**config.mk**
```make
export PLATFORM = sky130hd
export DESIGN_NAME = thermal_source_selector
export DESIGN_NICKNAME = d
export VERILOG_FILES = /design/src/rtl/thermal_source_selector.sv
export SDC_FILE = /design/constraint.sdc
export NUM_CORES = 1
export LEC_CHECK = 0
export ABC_AREA = 1
export CORE_ASPECT_RATIO = 0.8
export CORE_UTILIZATION = 40
export DETAILED_ROUTE_END_ITERATION = 12
export PLACE_DENSITY = 0.66
export SETUP_SLACK_MARGIN = 0.05
export SLEW_MARGIN = 5
export SYNTH_ARGS = -nofsm -noshare
export SYNTH_HDL_FRONTEND = slang
export SYNTH_SLANG_ARGS = --single-unit
```
**constraint.sdc**
```tcl
create_clock -name clk -period 7.2 [get_ports clk]
set_input_delay 1.44 -clock clk [delete_from_list [all_inputs] [get_ports clk]]
set_output_delay 1.44 -clock clk [all_outputs]
set_load 0.1 [all_outputs]
```
**src/rtl/thermal_source_selector.sv**
```systemverilog
// thermal_source_selector: hysteretic heat/cool/idle controller with source
// selection (solar / ambient / geothermal) and a post-run lockout timer.
// The source and its thresholds are latched at run start and held until the
// run ends. Optional stale-sample watchdog: define STALE_SAMPLE_WATCHDOG_EN.
module thermal_source_selector #(
  parameter int HYST             = 2,
  parameter int MIN_OFF_CYCLES   = 1000,
  parameter int AMBIENT_MIN_TEMP = 0,
  parameter int WDT_CYCLES       = 100000
) (
  input  logic        clk,
  input  logic        rst,
  input  logic        sample_valid,
  input  logic [7:0]  room_temp,
  input  logic [7:0]  outdoor_temp,
  input  logic [15:0] solar_level,
  input  logic [15:0] solar_th,
  input  logic [7:0]  solar_cooldown_th,
  input  logic [7:0]  solar_heatup_th,
  input  logic [7:0]  ambient_cooldown_th,
  input  logic [7:0]  ambient_heatup_th,
  input  logic [7:0]  geothermal_cooldown_th,
  input  logic [7:0]  geothermal_heatup_th,
  output logic        heat_en,
  output logic        cool_en,
  output logic [1:0]  source,
  output logic        lockout,
  output logic        fault
);
  localparam int CW = 20;
  localparam logic [CW-1:0]     LOCK_LOAD = CW'(MIN_OFF_CYCLES - 1);
  localparam logic signed [8:0] HYST9     = 9'(HYST);
  localparam logic signed [8:0] AMB_MIN9  = 9'(AMBIENT_MIN_TEMP);

  localparam logic [1:0] SRC_NONE = 2'd0, SRC_SOLAR = 2'd1,
                         SRC_AMB  = 2'd2, SRC_GEO   = 2'd3;

  typedef enum logic [1:0] {IDLE, HEATING, COOLING, LOCKOUT} state_t;

  // Sign-extend an 8-bit temperature so compares and the hysteresis sum
  // never wrap at the +/-127 extremes.
  function automatic logic signed [8:0] sx(input logic [7:0] v);
    return {v[7], v};
  endfunction

  state_t        state_q, state_d;
  logic [1:0]    src_q, src_d;
  logic [7:0]    hth_q, hth_d, cth_q, cth_d;
  logic [CW-1:0] cnt_q, cnt_d;
  logic          heat_q, heat_d, cool_q, cool_d, lock_q, lock_d;
  logic [1:0]    srco_q, srco_d;

  logic [1:0] cand_src;
  logic [7:0] cand_heat, cand_cool;
  logic signed [8:0] room9;

  // Candidate source from the current sample: solar, then ambient, then geo.
  always_comb begin
    room9 = sx(room_temp);
    if (solar_level >= solar_th) begin
      cand_src = SRC_SOLAR; cand_heat = solar_heatup_th; cand_cool = solar_cooldown_th;
    end else if (sx(outdoor_temp) >= AMB_MIN9) begin
      cand_src = SRC_AMB; cand_heat = ambient_heatup_th; cand_cool = ambient_cooldown_th;
    end else begin
      cand_src = SRC_GEO; cand_heat = geothermal_heatup_th; cand_cool = geothermal_cooldown_th;
    end
  end

`ifdef STALE_SAMPLE_WATCHDOG_EN
  logic [31:0] wdt_q, wdt_d;
  logic        fault_q, fault_d;
  logic        wdt_trip;
`endif

  // Next-state logic; outputs are decoded from the next state and registered.
  always_comb begin
    state_d = state_q;
    src_d   = src_q;
    hth_d   = hth_q;
    cth_d   = cth_q;
    cnt_d   = cnt_q;
    unique case (state_q)
      IDLE: if (sample_valid) begin
        if (room9 <= sx(cand_heat)) begin
          state_d = HEATING;
          src_d = cand_src; hth_d = cand_heat; cth_d = cand_cool;
        end else if (room9 >= sx(cand_cool)) begin
          state_d = COOLING;
          src_d = cand_src; hth_d = cand_heat; cth_d = cand_cool;
        end
      end
      HEATING: if (sample_valid && room9 >= sx(hth_q) + HYST9) begin
        state_d = LOCKOUT; cnt_d = LOCK_LOAD;
      end
      COOLING: if (sample_valid && room9 <= sx(cth_q) - HYST9) begin
        state_d = LOCKOUT; cnt_d = LOCK_LOAD;
      end
      LOCKOUT: begin
        if (cnt_q == '0) begin
          state_d = IDLE;
          src_d = SRC_NONE; hth_d = '0; cth_d = '0;
        end else begin
          cnt_d = cnt_q - 1'b1;
        end
      end
      default: state_d = IDLE;
    endcase
`ifdef STALE_SAMPLE_WATCHDOG_EN
    // A run that stops receiving samples is aborted into lockout.
    wdt_trip = (state_q == HEATING || state_q == COOLING) && !sample_valid &&
               (wdt_q == 32'(WDT_CYCLES));
    wdt_d    = sample_valid ? '0 :
               (wdt_q == 32'(WDT_CYCLES)) ? wdt_q : wdt_q + 1'b1;
    fault_d  = sample_valid ? 1'b0 : fault_q;
    if (wdt_trip) begin
      state_d = LOCKOUT; cnt_d = LOCK_LOAD;
      wdt_d   = '0;
      fault_d = 1'b1;
    end
`endif
    heat_d = (state_d == HEATING);
    cool_d = (state_d == COOLING);
    lock_d = (state_d == LOCKOUT);
    srco_d = (state_d == HEATING || state_d == COOLING) ? src_d : SRC_NONE;
  end

  // State, latched run context and registered outputs.
  always_ff @(posedge clk or posedge rst) begin
    if (rst) begin
      state_q <= IDLE;
      src_q   <= SRC_NONE;
      hth_q   <= '0;
      cth_q   <= '0;
      cnt_q   <= '0;
      heat_q  <= 1'b0;
      cool_q  <= 1'b0;
      lock_q  <= 1'b0;
      srco_q  <= SRC_NONE;
    end else begin
      state_q <= state_d;
      src_q   <= src_d;
      hth_q   <= hth_d;
      cth_q   <= cth_d;
      cnt_q   <= cnt_d;
      heat_q  <= heat_d;
      cool_q  <= cool_d;
      lock_q  <= lock_d;
      srco_q  <= srco_d;
    end
  end

`ifdef STALE_SAMPLE_WATCHDOG_EN
  // Watchdog counter and sticky stale-sample fault.
  always_ff @(posedge clk or posedge rst) begin
    if (rst) begin
      wdt_q   <= '0;
      fault_q <= 1'b0;
    end else begin
      wdt_q   <= wdt_d;
      fault_q <= fault_d;
    end
  end
  assign fault = fault_q;
`else
  assign fault = 1'b0;
`endif

  assign heat_en = heat_q;
  assign cool_en = cool_q;
  assign source  = srco_q;
  assign lockout = lock_q;
endmodule

```
# [Word-level counts from Yosys, hierarchy flattened]
# Index checks and enable logic that the tools add are counted.
# Widths: inputs -> output; s select.
[op_classes] addsub=3 multipliers=0 div=0 order_cmp=6 eq_ne=12 n_shift=0 n_mux=32 n_bitwise=0 n_reduce_logical=9
[ops] operator="$mux 8" count=11
[ops] operator="$mux 20" count=3
[ops] operator="$pmux 20 s3" count=1
[ops] operator="$pmux 8 s2" count=2
[ops] operator="$mux 2" count=12
[ops] operator="$logic_not 20->1" count=1
[ops] operator="$sub 20x1->20 const B" count=1
[ops] operator="$ge 16x16->1" count=1
[ops] operator="$ne 2x2->1 const B" count=5
[ops] operator="$add 8x3->9 const B" count=1
[ops] operator="$ge 8x9->1" count=1
[ops] operator="$le 8x9->1" count=1
[ops] operator="$sub 8x3->9 const B" count=1
[ops] operator="$eq 2x2->1 const B" count=4
[ops] operator="$ge 8x1->1 const B" count=1
[ops] operator="$ge 8x8->1" count=1
[ops] operator="$le 8x8->1" count=1
[ops] operator="$pmux 2 s4" count=1
[ops] operator="$reduce_and 4->1" count=2
[ops] operator="$eq 2x1->1 const B" count=2
[ops] operator="$pmux 2 s2" count=1
[ops] operator="$ne 3x3->1 const B" count=1
[ops] operator="$reduce_bool 3->1" count=1
[ops] operator="$logic_and 1x1->1" count=2
[ops] operator="4 further kinds" count=4
[totals] reg_bits=45 latchBits=0 ram_bits=0 romBits=0 inputBits=99 out_inout_bits=6 word_cells=71 memories=0

# [Longest topological paths before layout]
# Gate-level depths: netlist of run 1.
[depth] word_depth=11 depth_mapped=28 mapped_depth_nobuf=28

# [Worst setup path before layout of run 1]
# No wires, ideal clock.
[synth_path] path_type="in2reg" startpoint="input port solar_th[13]" endpoint="register srco_q[0] (netlist: source[0])" setup_time_ns=0.077 arrival_time_ns=4.170 required_time_ns=7.123 setup_slack_ns=2.952 stages=23 path_buffers=1 path_cell_list="inv_1 ha_1 nand2_1 inv_1 o21ai_1 nand2_1 a21oi_4 nand3_4 buf_6 nand2_2 nand2_1 ha_1 a21oi_1 nor2_1 nor2_1 nand2_1 nand2_1 nand3_1 nand2_1 nand2_1 o21ai_0 ha_1 a21oi_1"
[synth_between] elab_chain_cells=10 elab_cells_between_ends=18 cone_classes="order compare (3); eq/ne (2); mux (12); reduce/logical (1)"
[synth_lines] item="from (decl)" line="17" rtl="input logic [15:0] solar_th,"
[synth_lines] item="$ge 16x16->1 *" line="60" rtl="if (solar_level >= solar_th) begin"
[synth_lines] item="$mux 8" line="60"
[synth_lines] item="$ge 8x8->1" line="87" rtl="end else if (room9 >= sx(cand_cool)) begin"
[synth_lines] item="$mux 2" line="87"
[synth_lines] item="$mux 2" line="84" rtl="if (room9 <= sx(cand_heat)) begin"
[synth_lines] item="$mux 2" line="83" rtl="IDLE: if (sample_valid) begin"
[synth_lines] item="$pmux 2 s4" line="82" rtl="unique case (state_q)"
[synth_lines] item="$eq 2x1->1 / $eq 2x2->1 (equally long branches)" line="124" rtl="srco_d = (state_d == HEATING || state_d == COOLING) ? src_d : SRC_NONE;"
[synth_lines] item="$logic_or 1x1->1" line="124"
[synth_lines] item="$mux 2 *" line="124"
[synth_lines] item="named net srco_d[0]" line="51" rtl="logic [1:0] srco_q, srco_d;"
[synth_lines] item="to (signal assigned)" line="148" rtl="srco_q <= srco_d;"
[synth_lines] item="to (decl)" line="51"
# The timed path passes the listed nets; every way through them passes the cells marked *.
# A chain may end at the register's enable or synchronous reset.

# [Worst setup path in the final report of run 1]
[layout_path] startpoint="input port solar_th[13]" endpoint="register cth_q[2]"
[layout_between] elab_chain_cells=6 elab_cells_between_ends=11 cone_classes="order compare (3); eq/ne (1); mux (6); reduce/logical (1)"
[layout_lines] item="$ge 16x16->1 *" line="60"
[layout_lines] item="$mux 8" line="60"
[layout_lines] item="$le 8x8->1 / $mux 8 (equally long branches)" line="84, 87"
[layout_lines] item="$mux 8" line="84"
[layout_lines] item="$mux 8" line="83"
[layout_lines] item="$pmux 8 s2" line="82"
[layout_lines] item="to (signal assigned)" line="143" rtl="cth_q <= cth_d;"
[layout_lines] item="to (decl)" line="48" rtl="logic [7:0] hth_q, hth_d, cth_q, cth_d;"
# Mark *: on every way between the ends. The rest lies on a longest branch, timed or not. The select of a mux whose other input is x is not followed.

==> run summary, run 1 <==
outcome - completed
Total Neg Setup Slack - 0 ns
max-slew violations - 0
# IOs - 105
Synth top area share - 23.9%
Initial DRT Pass Iterations - 4
Mapped Area - 4720 µm²
Tcrit/Tclk final - 71.0%
vias per cell - 5.06
CP peak stage delay - 0.45 ns
worst-path maximum fanout - 32
number of routed nets with antenna violations - 0
WHS Path Cells - 2
die width - 123 µm
Initial Utilization - 41.0%
clock root buffer - clkbuf_16
initial antenna violation count - 0
placed cells - 883
critical path launch point type - primary input
worst path cell trace - clkdlybuf4s50_1 > inv_1 > ha_1 > nand2_1 > inv_1 > o21ai_1 > nand2_1 > a21oi_4 > nand3_4 > nand2_1 > nand2_1 > ha_1 > a21o_1 > nor2_1 > nand3_1 > a21boi_0 > nand3_1 > nand3_4 > nand2_1 > o21ai_2
Comb pwr share - 60.2%
Internal Power - 901 µW
Slew @ Worst Pin - 0.996 ns
number of synthesized flops with an enable pin - 0
H-tree depth - 2
yosys warns - 0
clock share of power - 15.7%
clk sinks - 45
Hold Crit Start - src_q[0]$_DFF_PP0_
FF+latch count, synth - 45
final worst slack - 2.09 ns
CP Depth - 20
NumNets Final - 902
P_leak - 3.01 nW
Synth top cells by count - nand2_1, inv_1, ha_1
antenna diode count - 0
ranking of synthesized cells by area - dfrtp_1, ha_1, nand2_1
Core Region - 11,500 µm²
Final Util - 51.3%
Mapped Cells - 660
clock tree buffer depth - 2
ys async rst share - 100%
metal2 WL - 5.23 mm
total power - 1.76 mW
delay-heaviest family, CP - simple AND/OR/NAND/NOR gates
placed cell area - 5730 µm²
Worst VDD drop - 0.205 mV
CP Launch Point - solar_th[13]
DR DRC count - 0
gr usage total - 20.9%
Post-Place Setup Slack - 1.80 ns
Syn Nets - 820
Max Cap Viol - 0
Crit. End Element - flop
HP Class - flop to flop
sequential share of power - 24.0%
post-synth cell types - 33
Worst path slowest cell - clkdlybuf4s50_1
cts bufs inserted - 5
hpwl dp - 9.59 mm
Vias - 4,505
TritonCTS clock tree - done
gp weighted congestion - 0.913
WP data arrival - 5.32 ns
Post-CTS Setup Bufs - 0
CTS resizes - 0
Pwr per Cell Area - 298 nW/µm²
Clk pin slew, worst setup/hold paths - 0.07 ns
cell taking the most area after synthesis - dfrtp_1
first-pass GRT wire length - 20.1 mm
Critical Path RT - 7.41 ns
crit path buf inv count - 3
Crit Path Class - primary input to flop
Top FF cell, synth - dfrtp_1
Switching Fraction - 48.8%
sequential fraction of the synthesis area - 23.9%
DRT iter0 DRCs - 188
Synth Area per Inst - 7.15 µm²
die area - 12,200 µm²
max layer used - met4
final setup fails - 0
skew final - 0.00710 ns
Port Buffer Count - 96
vias in the first global route - 4,370
total global routing overflow - 0
area grow syn2layout - 25.3%
worst hold slack - 0.481 ns
WL per Instance - 13.3 µm
unrepaired setup endpoints after global routing - false
FF-to-FF path depth - 17
Total Wirelength - 11.8 mm
metal3 WL - 533 µm
Die Span Y - 99.1 µm
largest net degree at the start of global routing - 46
count leader, synth - nand2_1
clk_lat worst skew - 0.29 ns
Period minus WS final - 5.11 ns
non-filler cells, final - 891
Final Hold Vio Count - 0
Slew HR - 33.5%
CP dominant cell by count - nand2_1
cts hold-fix bufs - 0
row cnt - 35
switching pwr - 858 µW
fmax - 196 MHz
WL met1 - 5.81 mm
ratio of cells with drive above 1 in the final layout - 8.61%
Reg2Reg Launch Point - cth_q[1]$_DFFE_PP0P_
Post-Layout Inst Area - 5910 µm²
registers in the layout, indices dropped and copies added, names as in the netlist, 2 cells and up:
register,flops
source,2
state_q,2
hth_q,8
src_q,2
cth_q,8
cnt_q,20
power by group through the flow:
stage / Combinational, mW / Clock [mW] / Sequential (mW)
4_1_cts: 1.06 / 0.283 / 0.422
3_3_place_gp: 1.02 / 0 / 0.424
5_1_grt: 1.21 / 0.290 / 0.436
3_5_place_dp: 1.06 / 0 / 0.426
2_1_floorplan: 0.793 / 0 / 0.462
6_report: 1.06 / 0.277 / 0.422
cell type report:
cell class              count  area [µm²]
clock buffers               6         139
clock inverters             2        37.5
fillers                  1110        5610
inverters                  77         289
multi-input cells         516        3170
flip-flops and latches     45        1130
well taps                 148         185
repair buffers             97         968
cell usage in the layout (no fill, tap or decap), types with 2 or more instances in the layout:
cell type        synthesis  routed
nand2_1                171     171
clkdlybuf4s50_1          0      96
inv_1                   75      74
ha_1                    61      61
nor2_1                  58      58
nand4_1                 47      47
dfrtp_1                 45      45
nand3_1                 35      35
a21oi_1                 20      20
mux2i_1                 16      16
nand2_2                 15      15
xor2_1                  15      15
o21ai_2                 14      14
nor3_1                  12      12
or2_2                    7       7
o21ai_0                  7       7
xnor2_1                  7       7
nor2_2                   7       7
o21ai_1                  6       6
clkbuf_16                0       5
nand3b_1                 4       4
nand3_4                  3       3
nand3_2                  3       3
a21o_1                   2       2
inv_2                    2       2
worst paths after layout:
path | slack, ns | endpoint
max | 2.09 | cth_q[2]$_DFFE_PP0P_
min | 0.48 | src_q[0]$_DFF_PP0_
max reg2reg | 3.41 | cnt_q[2]$_DFFE_PP0P_
min reg2reg | 0.48 | src_q[0]$_DFF_PP0_
max in group asynchronous | 5.19 | hth_q[5]$_DFFE_PP0P_
min in group asynchronous | 1.59 | src_q[0]$_DFF_PP0_
routing by layer:
metal / up-vias / track usage, %
met3: 21 / 3.33
met1: 2061 / 29.2
met2: 80 / 32.6
met4: 0 / 7.04
li1: 2343 / -
met5: - / 0
worst register-to-register path: stages (launching register included):
cell and delay, ns:
dfrtp_1 0.40, inv_1 0.08, ha_1 0.18, nand2_1 0.10, nor3_1 0.21, xnor2_1 0.13, ha_1 0.30, nand2_1 0.08
nor2_1 0.12, nand3b_1 0.12, nand4_1 0.10, nand2_1 0.05, inv_1 0.05, o21ai_1 0.11, nand2_1 0.55, nand3_1 0.77
nand2_1 0.25, nand2_1 0.07
logic make-up after synthesis:
| family | Yosys count | synth area share [%] |
|---|---|---|
| buffers and inverters | 99 | 9.02 |
| muxes | 16 | 3.40 |
| AOI/OAI and AO/OA | 52 | 7.11 |
| other | 1 | 0.0795 |
| xor gates and xnor gates | 22 | 4.08 |
| adders and majority gates | 61 | 16.2 |
| DFF | 45 | 23.9 |
| and+or+nand+nor | 364 | 36.3 |
Power figures use the tool's default switching activity.
==> inputs of run 2 (changes only) <==
==> constraint.sdc (replaced) <==
create_clock -name clk -period 5 [get_ports clk]
set_input_delay 1 -clock clk [delete_from_list [all_inputs] [get_ports clk]]
set_output_delay 1 -clock clk [all_outputs]
set_load 0.1 [all_outputs]
==> run 2 against run 1 <==
  * Register-to-register slack got worse by 1.8 ns
  * Design area up 0.57%
  * Sequential share of layout area decreased by 0.11 points
  * Sequential cell count is the same
  * Clock skew rose by 0.0013 ns
  * Core utilization rose by 0.29 points
  * Die area did not move
  * Largest cell class unchanged
==> run summary, run 2 (same netlist as run 1, synthesis figures left out) <==
vias in the first global route - 4,472 (was 4,370)
final setup fails - 0 (unchanged)
Initial DRT Pass Iterations - 5 (was 4)
switching pwr - 1.24 mW (was 858 µW)
max reg flops - 20 (unchanged)
# IOs - 105 (unchanged)
CP dominant cell by count - nand2_1 (unchanged)
HP Class - flop to flop (unchanged)
Post-Place Setup Slack - 0.196 ns (was 1.80 ns)
outcome - completed (unchanged)
clk sinks - 45 (unchanged)
cts hold-fix bufs - 0 (unchanged)
WP data arrival - 4.73 ns (was 5.32 ns)
Core Region - 11,500 µm² (unchanged)
clock root buffer - clkbuf_16 (unchanged)
most flop-heavy register - cnt_q (unchanged)
largest net degree at the start of global routing - 46 (unchanged)
DRT iter0 DRCs - 204 (was 188)
clock share of power - 15.4% (was 15.7%)
worst-path maximum fanout - 32 (unchanged)
most frequent cells in the layout - nand2_1, clkdlybuf4s50_1, inv_1, ha_1, nor2_1 (unchanged)
TritonCTS clock tree - done (unchanged)
P_leak - 3.03 nW (was 3.01 nW)
gr usage total - 21.5% (was 20.9%)
WL per Instance - 13.6 µm (was 13.3 µm)
die area - 12,200 µm² (unchanged)
Clk pin slew, worst setup/hold paths - 0.06 ns (was 0.07 ns)
Total Wirelength - 12.2 mm (was 11.8 mm)
H-tree depth - 2 (unchanged)
unrepaired setup endpoints after global routing - false (unchanged)
commonest non-fill, non-tap cell in the layout - nand2_1 (unchanged)
area grow syn2layout - 26.0% (was 25.3%)
Tcrit/Tclk final - 90.4%
Post-CTS Setup Bufs - 0 (unchanged)
R2R Setup Slk - 1.64 ns (was 3.41 ns)
Initial Utilization - 41.0% (unchanged)
total power - 2.55 mW (was 1.76 mW)
Switching Fraction - 48.5% (was 48.8%)
Port Buffer Count - 96 (unchanged)
clk_lat worst skew - 0.29 ns (about the same)
Final Hold Vio Count - 0 (unchanged)
CTS resizes - 0 (unchanged)
Worst VDD drop - 0.317 mV (was 0.205 mV)
vias per cell - 5.05 (was 5.06)
Comb pwr share - 60.6% (was 60.2%)
DR DRC count - 0 (unchanged)
Total Neg Setup Slack - 0 ns (unchanged)
Post-Layout Inst Area - 5940 µm² (was 5910 µm²)
Crit. End Element - flop (unchanged)
Die Span Y - 99.1 µm (unchanged)
CP peak stage delay - 0.45 ns (about the same)
cts bufs inserted - 5 (unchanged)
worst path cell trace - clkdlybuf4s50_1 > inv_1 > ha_1 > nand2_1 > inv_2 > nand3_2 > nor3_4 > nand3_4 > nand3_4 > nand2_1 > nand2_1 > ha_1 > a21o_1 > nor2_1 > nand3_1 > a21boi_0 > nand3_1 > nand3_4 > nand2_1 > o21ai_1 (was clkdlybuf4s50_1 > inv_1 > ha_1 > nand2_1 > inv_1 > o21ai_1 > nand2_1 > a21oi_4 > nand3_4 > nand2_1 > nand2_1 > ha_1 > a21o_1 > nor2_1 > nand3_1 > a21boi_0 > nand3_1 > nand3_4 > nand2_1 > o21ai_2)
gp weighted congestion - 0.891 (was 0.913)
NumNets Final - 907 (was 902)
Max Cap Viol - 0 (unchanged)
ratio of cells with drive above 1 in the final layout - 9.09% (was 8.61%)
skew final - 0.00841 ns (was 0.00710 ns)
Vias - 4,525 (was 4,505)
Critical Path RT - 5.20 ns (was 7.41 ns)
Worst path slowest cell - clkdlybuf4s50_1 (unchanged)
hpwl dp - 9.88 mm (was 9.59 mm)
first-pass GRT wire length - 20.8 mm (was 20.1 mm)
Slew @ Worst Pin - 0.986 ns (was 0.996 ns)
Slew HR - 34.1% (was 33.5%)
top flop regs - cnt_q x20, cth_q x8, hth_q x8 (unchanged)
Pwr per Cell Area - 428 nW/µm² (was 298 nW/µm²)
number of routed nets with antenna violations - 0 (unchanged)
fmax - 221 MHz
die width - 123 µm (unchanged)
critical path launch point type - primary input (unchanged)
row cnt - 35 (unchanged)
final worst slack - 0.478 ns (was 2.09 ns)
initial antenna violation count - 0 (unchanged)
placed cell area - 5770 µm² (was 5730 µm²)
sequential share of power - 23.9% (was 24.0%)
Period minus WS final - 4.52 ns
total global routing overflow - 0 (unchanged)
Crit Path Class - primary input to flop (unchanged)
max-slew violations - 0 (unchanged)
antenna diode count - 0 (unchanged)
clock tree buffer depth - 2 (unchanged)
Internal Power - 1.31 mW (was 901 µW)
run 2: layout make-up:
cell class	instances	area, µm²
Fill cell	1104	5570
Clock buffer	7	143
Timing Repair Buffer	102	1010
Sequential cell	45	1130
Multi-Input combinational cell	516	3170
Inverter	77	289
Clock inverter	1	30.0
Tap cell	148	185
run 2: worst max-delay path: cells and delay by family:
family                   cells  cell delay (ns)
buffers and inverters        3             0.55
adder cells (fa/ha/maj)      2             0.54
AND/OR/NAND/NOR             12             2.02
AO/OA/AOI/OAI                3             0.58
run 2: final timing paths:
| kind | from | to | cells after the start |
|---|---|---|---|
| min reg2reg | src_q[0]$_DFF_PP0_ | src_q[0]$_DFF_PP0_ | 2 |
| max | solar_th[15] | cth_q[0]$_DFFE_PP0P_ | 20 |
| min in group asynchronous | rst | src_q[0]$_DFF_PP0_ | 3 |
| max in group asynchronous | rst | cnt_q[4]$_DFFE_PP0P_ | 3 |
| min | src_q[0]$_DFF_PP0_ | src_q[0]$_DFF_PP0_ | 2 |
| max reg2reg | cth_q[1]$_DFFE_PP0P_ | cnt_q[2]$_DFFE_PP0P_ | 17 |
run 2: metrics by stage:
stage,hold slack (ns),instances,util (%)
after CTS,0.473,896,51.6
after floorplan,0.437,660,-
after global routing,0.496,896,51.6
after global placement,0.450,888,50.1
after detailed placement,0.459,888,50.1
final,0.468,896,51.6
run 2: layer usage:
metal	up-vias	GRT usage (%)	share of wire (%)
li1	2350	-	-
met1	2077	29.7	49
met3	12	2.81	2.9
met2	86	35.5	46
met4	0	4.82	1.2
met5	-	0	0
run 2: power by group through the flow:
stage	registers (mW)	logic (mW)	clock network, mW
2_1_floorplan	0.665	1.14	0
3_3_place_gp	0.611	1.48	0
3_5_place_dp	0.614	1.54	0
4_1_cts	0.609	1.55	0.397
5_1_grt	0.630	1.76	0.415
6_report	0.609	1.54	0.393
==> inputs of run 3 (changes only) <==
--- a/config.mk
+++ b/config.mk
@@ -6,10 +6,13 @@
 export NUM_CORES = 1
 export LEC_CHECK = 0
 export ABC_AREA = 1
+export CAP_MARGIN = 40
+export CELL_PAD_IN_SITES_DETAIL_PLACEMENT = 1
+export CELL_PAD_IN_SITES_GLOBAL_PLACEMENT = 1
 export CORE_ASPECT_RATIO = 0.8
-export CORE_UTILIZATION = 40
+export CORE_UTILIZATION = 37
 export DETAILED_ROUTE_END_ITERATION = 12
-export PLACE_DENSITY = 0.66
+export PLACE_DENSITY_LB_ADDON = 0.1
 export SETUP_SLACK_MARGIN = 0.05
 export SLEW_MARGIN = 5
 export SYNTH_ARGS = -nofsm -noshare
==> run 3 against run 2 <==
  * Setup slack gained 0.10 ns
  * Clock power grew 2%
  * Highest routed layer unchanged
  * Design area grew 2.5%
  * Hold slack gained 0.036 ns
  * Sequential power grew 1%
==> run summary, run 3 (same netlist as run 1, synthesis figures left out) <==
outcome - completed (unchanged)
# IOs - 105 (unchanged)
CP Launch Point - solar_th[5] (was solar_th[15])
critical path launch point type - primary input (unchanged)
Internal Power - 1.36 mW (was 1.31 mW)
CP peak stage delay - 0.47 ns (was 0.45 ns)
Core Region - 12,300 µm² (was 11,500 µm²)
area grow syn2layout - 29.1% (was 26.0%)
largest net degree at the start of global routing - 33 (was 46)
clock tree buffer depth - 2 (unchanged)
Worst path slowest cell - clkdlybuf4s50_1 (unchanged)
HP Class - flop to flop (unchanged)
worst path cell trace - clkdlybuf4s50_1 > inv_1 > ha_1 > a21oi_1 > nor2_1 > nor3_1 > nand2_1 > nand2_2 > nand3_4 > nand2_1 > nand2_1 > ha_1 > a21o_1 > nor2_1 > nand3_1 > a21boi_0 > nand3_1 > nand3_4 > nand2_1 > o21ai_2 (was clkdlybuf4s50_1 > inv_1 > ha_1 > nand2_1 > inv_2 > nand3_2 > nor3_4 > nand3_4 > nand3_4 > nand2_1 > nand2_1 > ha_1 > a21o_1 > nor2_1 > nand3_1 > a21boi_0 > nand3_1 > nand3_4 > nand2_1 > o21ai_1)
Max Cap Viol - 0 (unchanged)
total global routing overflow - 0 (unchanged)
WP data arrival - 4.63 ns (was 4.73 ns)
vias in the first global route - 4,913 (was 4,472)
Comb pwr share - 62.0% (was 60.6%)
max reg flops - 20 (unchanged)
worst-path maximum fanout - 32 (unchanged)
gp weighted congestion - 0.902 (was 0.891)
DRT iter0 DRCs - 161 (was 204)
skew final - 0.00468 ns (was 0.00841 ns)
H-tree depth - 2 (unchanged)
CP dominant cell by count - nand2_1 (unchanged)
final setup fails - 0 (unchanged)
clock share of power - 15.0% (was 15.4%)
TritonCTS clock tree - done (unchanged)
antenna diode count - 0 (unchanged)
commonest non-fill, non-tap cell in the layout - nand2_1 (unchanged)
die area - 13,200 µm² (was 12,200 µm²)
Slew HR - 66.4% (was 34.1%)
fill count - 1,571 (was 1,104)
cts hold-fix bufs - 0 (unchanged)
vias per cell - 5.01 (was 5.05)
max-slew violations - 0 (unchanged)
switching pwr - 1.32 mW (was 1.24 mW)
most flop-heavy register - cnt_q (unchanged)
R2R Setup Slk - 1.85 ns (was 1.64 ns)
sequential share of power - 23.0% (was 23.9%)
Worst VDD drop - 0.424 mV (was 0.317 mV)
clk sinks - 45 (unchanged)
number of routed nets with antenna violations - 0 (unchanged)
initial antenna violation count - 0 (unchanged)
Critical Path RT - 5.21 ns (was 5.20 ns)
WL per Instance - 15.2 µm (was 13.6 µm)
die width - 128 µm (was 123 µm)
Pwr per Cell Area - 440 nW/µm² (was 428 nW/µm²)
fmax - 226 MHz (was 221 MHz)
P_leak - 3.09 nW (was 3.03 nW)
Crit. End Element - flop (unchanged)
Initial DRT Pass Iterations - 4 (was 5)
Initial Utilization - 38.4% (was 41.0%)
first-pass GRT wire length - 23.4 mm (was 20.8 mm)
NumNets Final - 916 (was 907)
worst r2r dst - cnt_q[19]$_DFFE_PP0P_ (was cnt_q[2]$_DFFE_PP0P_)
Switching Fraction - 49.2% (was 48.5%)
Clk pin slew, worst setup/hold paths - 0.07 ns (was 0.06 ns)
clk_lat worst skew - 0.29 ns (about the same)
gr usage total - 22.5% (was 21.5%)
Port Buffer Count - 96 (unchanged)
Worst setup endpoint - cth_q[3]$_DFFE_PP0P_ (was cth_q[0]$_DFFE_PP0P_)
ratio of cells with drive above 1 in the final layout - 10.3% (was 9.09%)
Vias - 4,653 (was 4,525)
Reg2Reg Launch Point - cth_q[1]$_DFFE_PP0P_ (unchanged)
FF-to-FF path depth - 18 (was 17)
row cnt - 36 (was 35)
Multi-input gate area - 3170 µm² (unchanged)
delay-heaviest family, CP - simple AND/OR/NAND/NOR gates (unchanged)
hpwl dp - 11.4 mm (was 9.88 mm)
Slew @ Worst Pin - 0.504 ns (was 0.986 ns)
most frequent cells in the layout - nand2_1, clkdlybuf4s50_1, inv_1, ha_1, nor2_1 (unchanged)
unrepaired setup endpoints after global routing - false (unchanged)
worst hold slack - 0.503 ns (was 0.468 ns)
Total Wirelength - 14.1 mm (was 12.2 mm)
Die Span Y - 103 µm (was 99.1 µm)
Tcrit/Tclk final - 88.4% (was 90.4%)
CP Depth - 20 (unchanged)
top flop regs - cnt_q x20, cth_q x8, hth_q x8 (unchanged)
FF/Latch Area - 1130 µm² (unchanged)
DR DRC count - 0 (unchanged)
Period minus WS final - 4.42 ns (was 4.52 ns)
Total Neg Setup Slack - 0 ns (unchanged)
Final Hold Vio Count - 0 (unchanged)
CTS resizes - 0 (unchanged)
Crit Path Class - primary input to flop (unchanged)
clock root buffer - clkbuf_16 (unchanged)
cts bufs inserted - 5 (unchanged)
crit path buf inv count - 2 (was 3)
Post-CTS Setup Bufs - 0 (unchanged)
-- run 3: area by class of cell --
cell class,instances,area share [%]
clock inverter,1,0.493
multi-input combinational,516,52.0
clock buffer,7,2.34
tap,171,3.51
sequential,45,18.5
timing repair buffer,111,18.4
inverter,77,4.75
-- run 3: stage by stage --
stage / std cells / utilization, % / setup slack, ns / total power [mW] / instance area, µm²
after floorplan: 660 / - / 1.19 / 1.81 / 4720
after detailed placement: 920 / 48.1 / 0.258 / 2.28 / 5920
after global routing: 928 / 49.5 / 0.131 / 2.94 / 6090
final: 928 / 49.5 / 0.578 / 2.68 / 6090
after CTS: 928 / 49.5 / 0.542 / 2.70 / 6090
after global placement: 914 / 47.4 / 0.323 / 2.16 / 5820
-- run 3: metal layers --
metal | share of wire [%] | up-vias | track usage [%]
met3 | 2.5 | 9 | 2.96
met1 | 49 | 2226 | 29.0
met2 | 48 | 55 | 41.0
met4 | 0.60 | 0 | 3.35
li1 | - | 2363 | -
met5 | 0 | - | 0
-- run 3: worst min-delay path: cells and delay by family (launching register included) --
| family | cells | cell delay, ns |
|---|---|---|
| AND/OR/NAND/NOR | 2 | 0.15 |
| flip-flops | 1 | 0.32 |
-- run 3: worst min path at each step --
stage / startpoint / end / depth (start not counted)
detailed placement: src_q[0]$_DFF_PP0_ / src_q[0]$_DFF_PP0_ / 2
finish: src_q[0]$_DFF_PP0_ / src_q[0]$_DFF_PP0_ / 2
global route: src_q[0]$_DFF_PP0_ / src_q[0]$_DFF_PP0_ / 2
global placement: src_q[0]$_DFF_PP0_ / src_q[0]$_DFF_PP0_ / 2
floorplan: src_q[0]$_DFF_PP0_ / src_q[0]$_DFF_PP0_ / 2
CTS: src_q[0]$_DFF_PP0_ / src_q[0]$_DFF_PP0_ / 2
-- run 3: power groups by stage --
stage               Clock [mW]  Sequential (mW)  Combinational (mW)
floorplan                    0            0.665                1.14
global placement             0            0.615                1.54
detailed placement           0            0.621                1.66
CTS                      0.410            0.617                1.67
global route             0.423            0.637                1.88
finish                   0.402            0.616                1.66
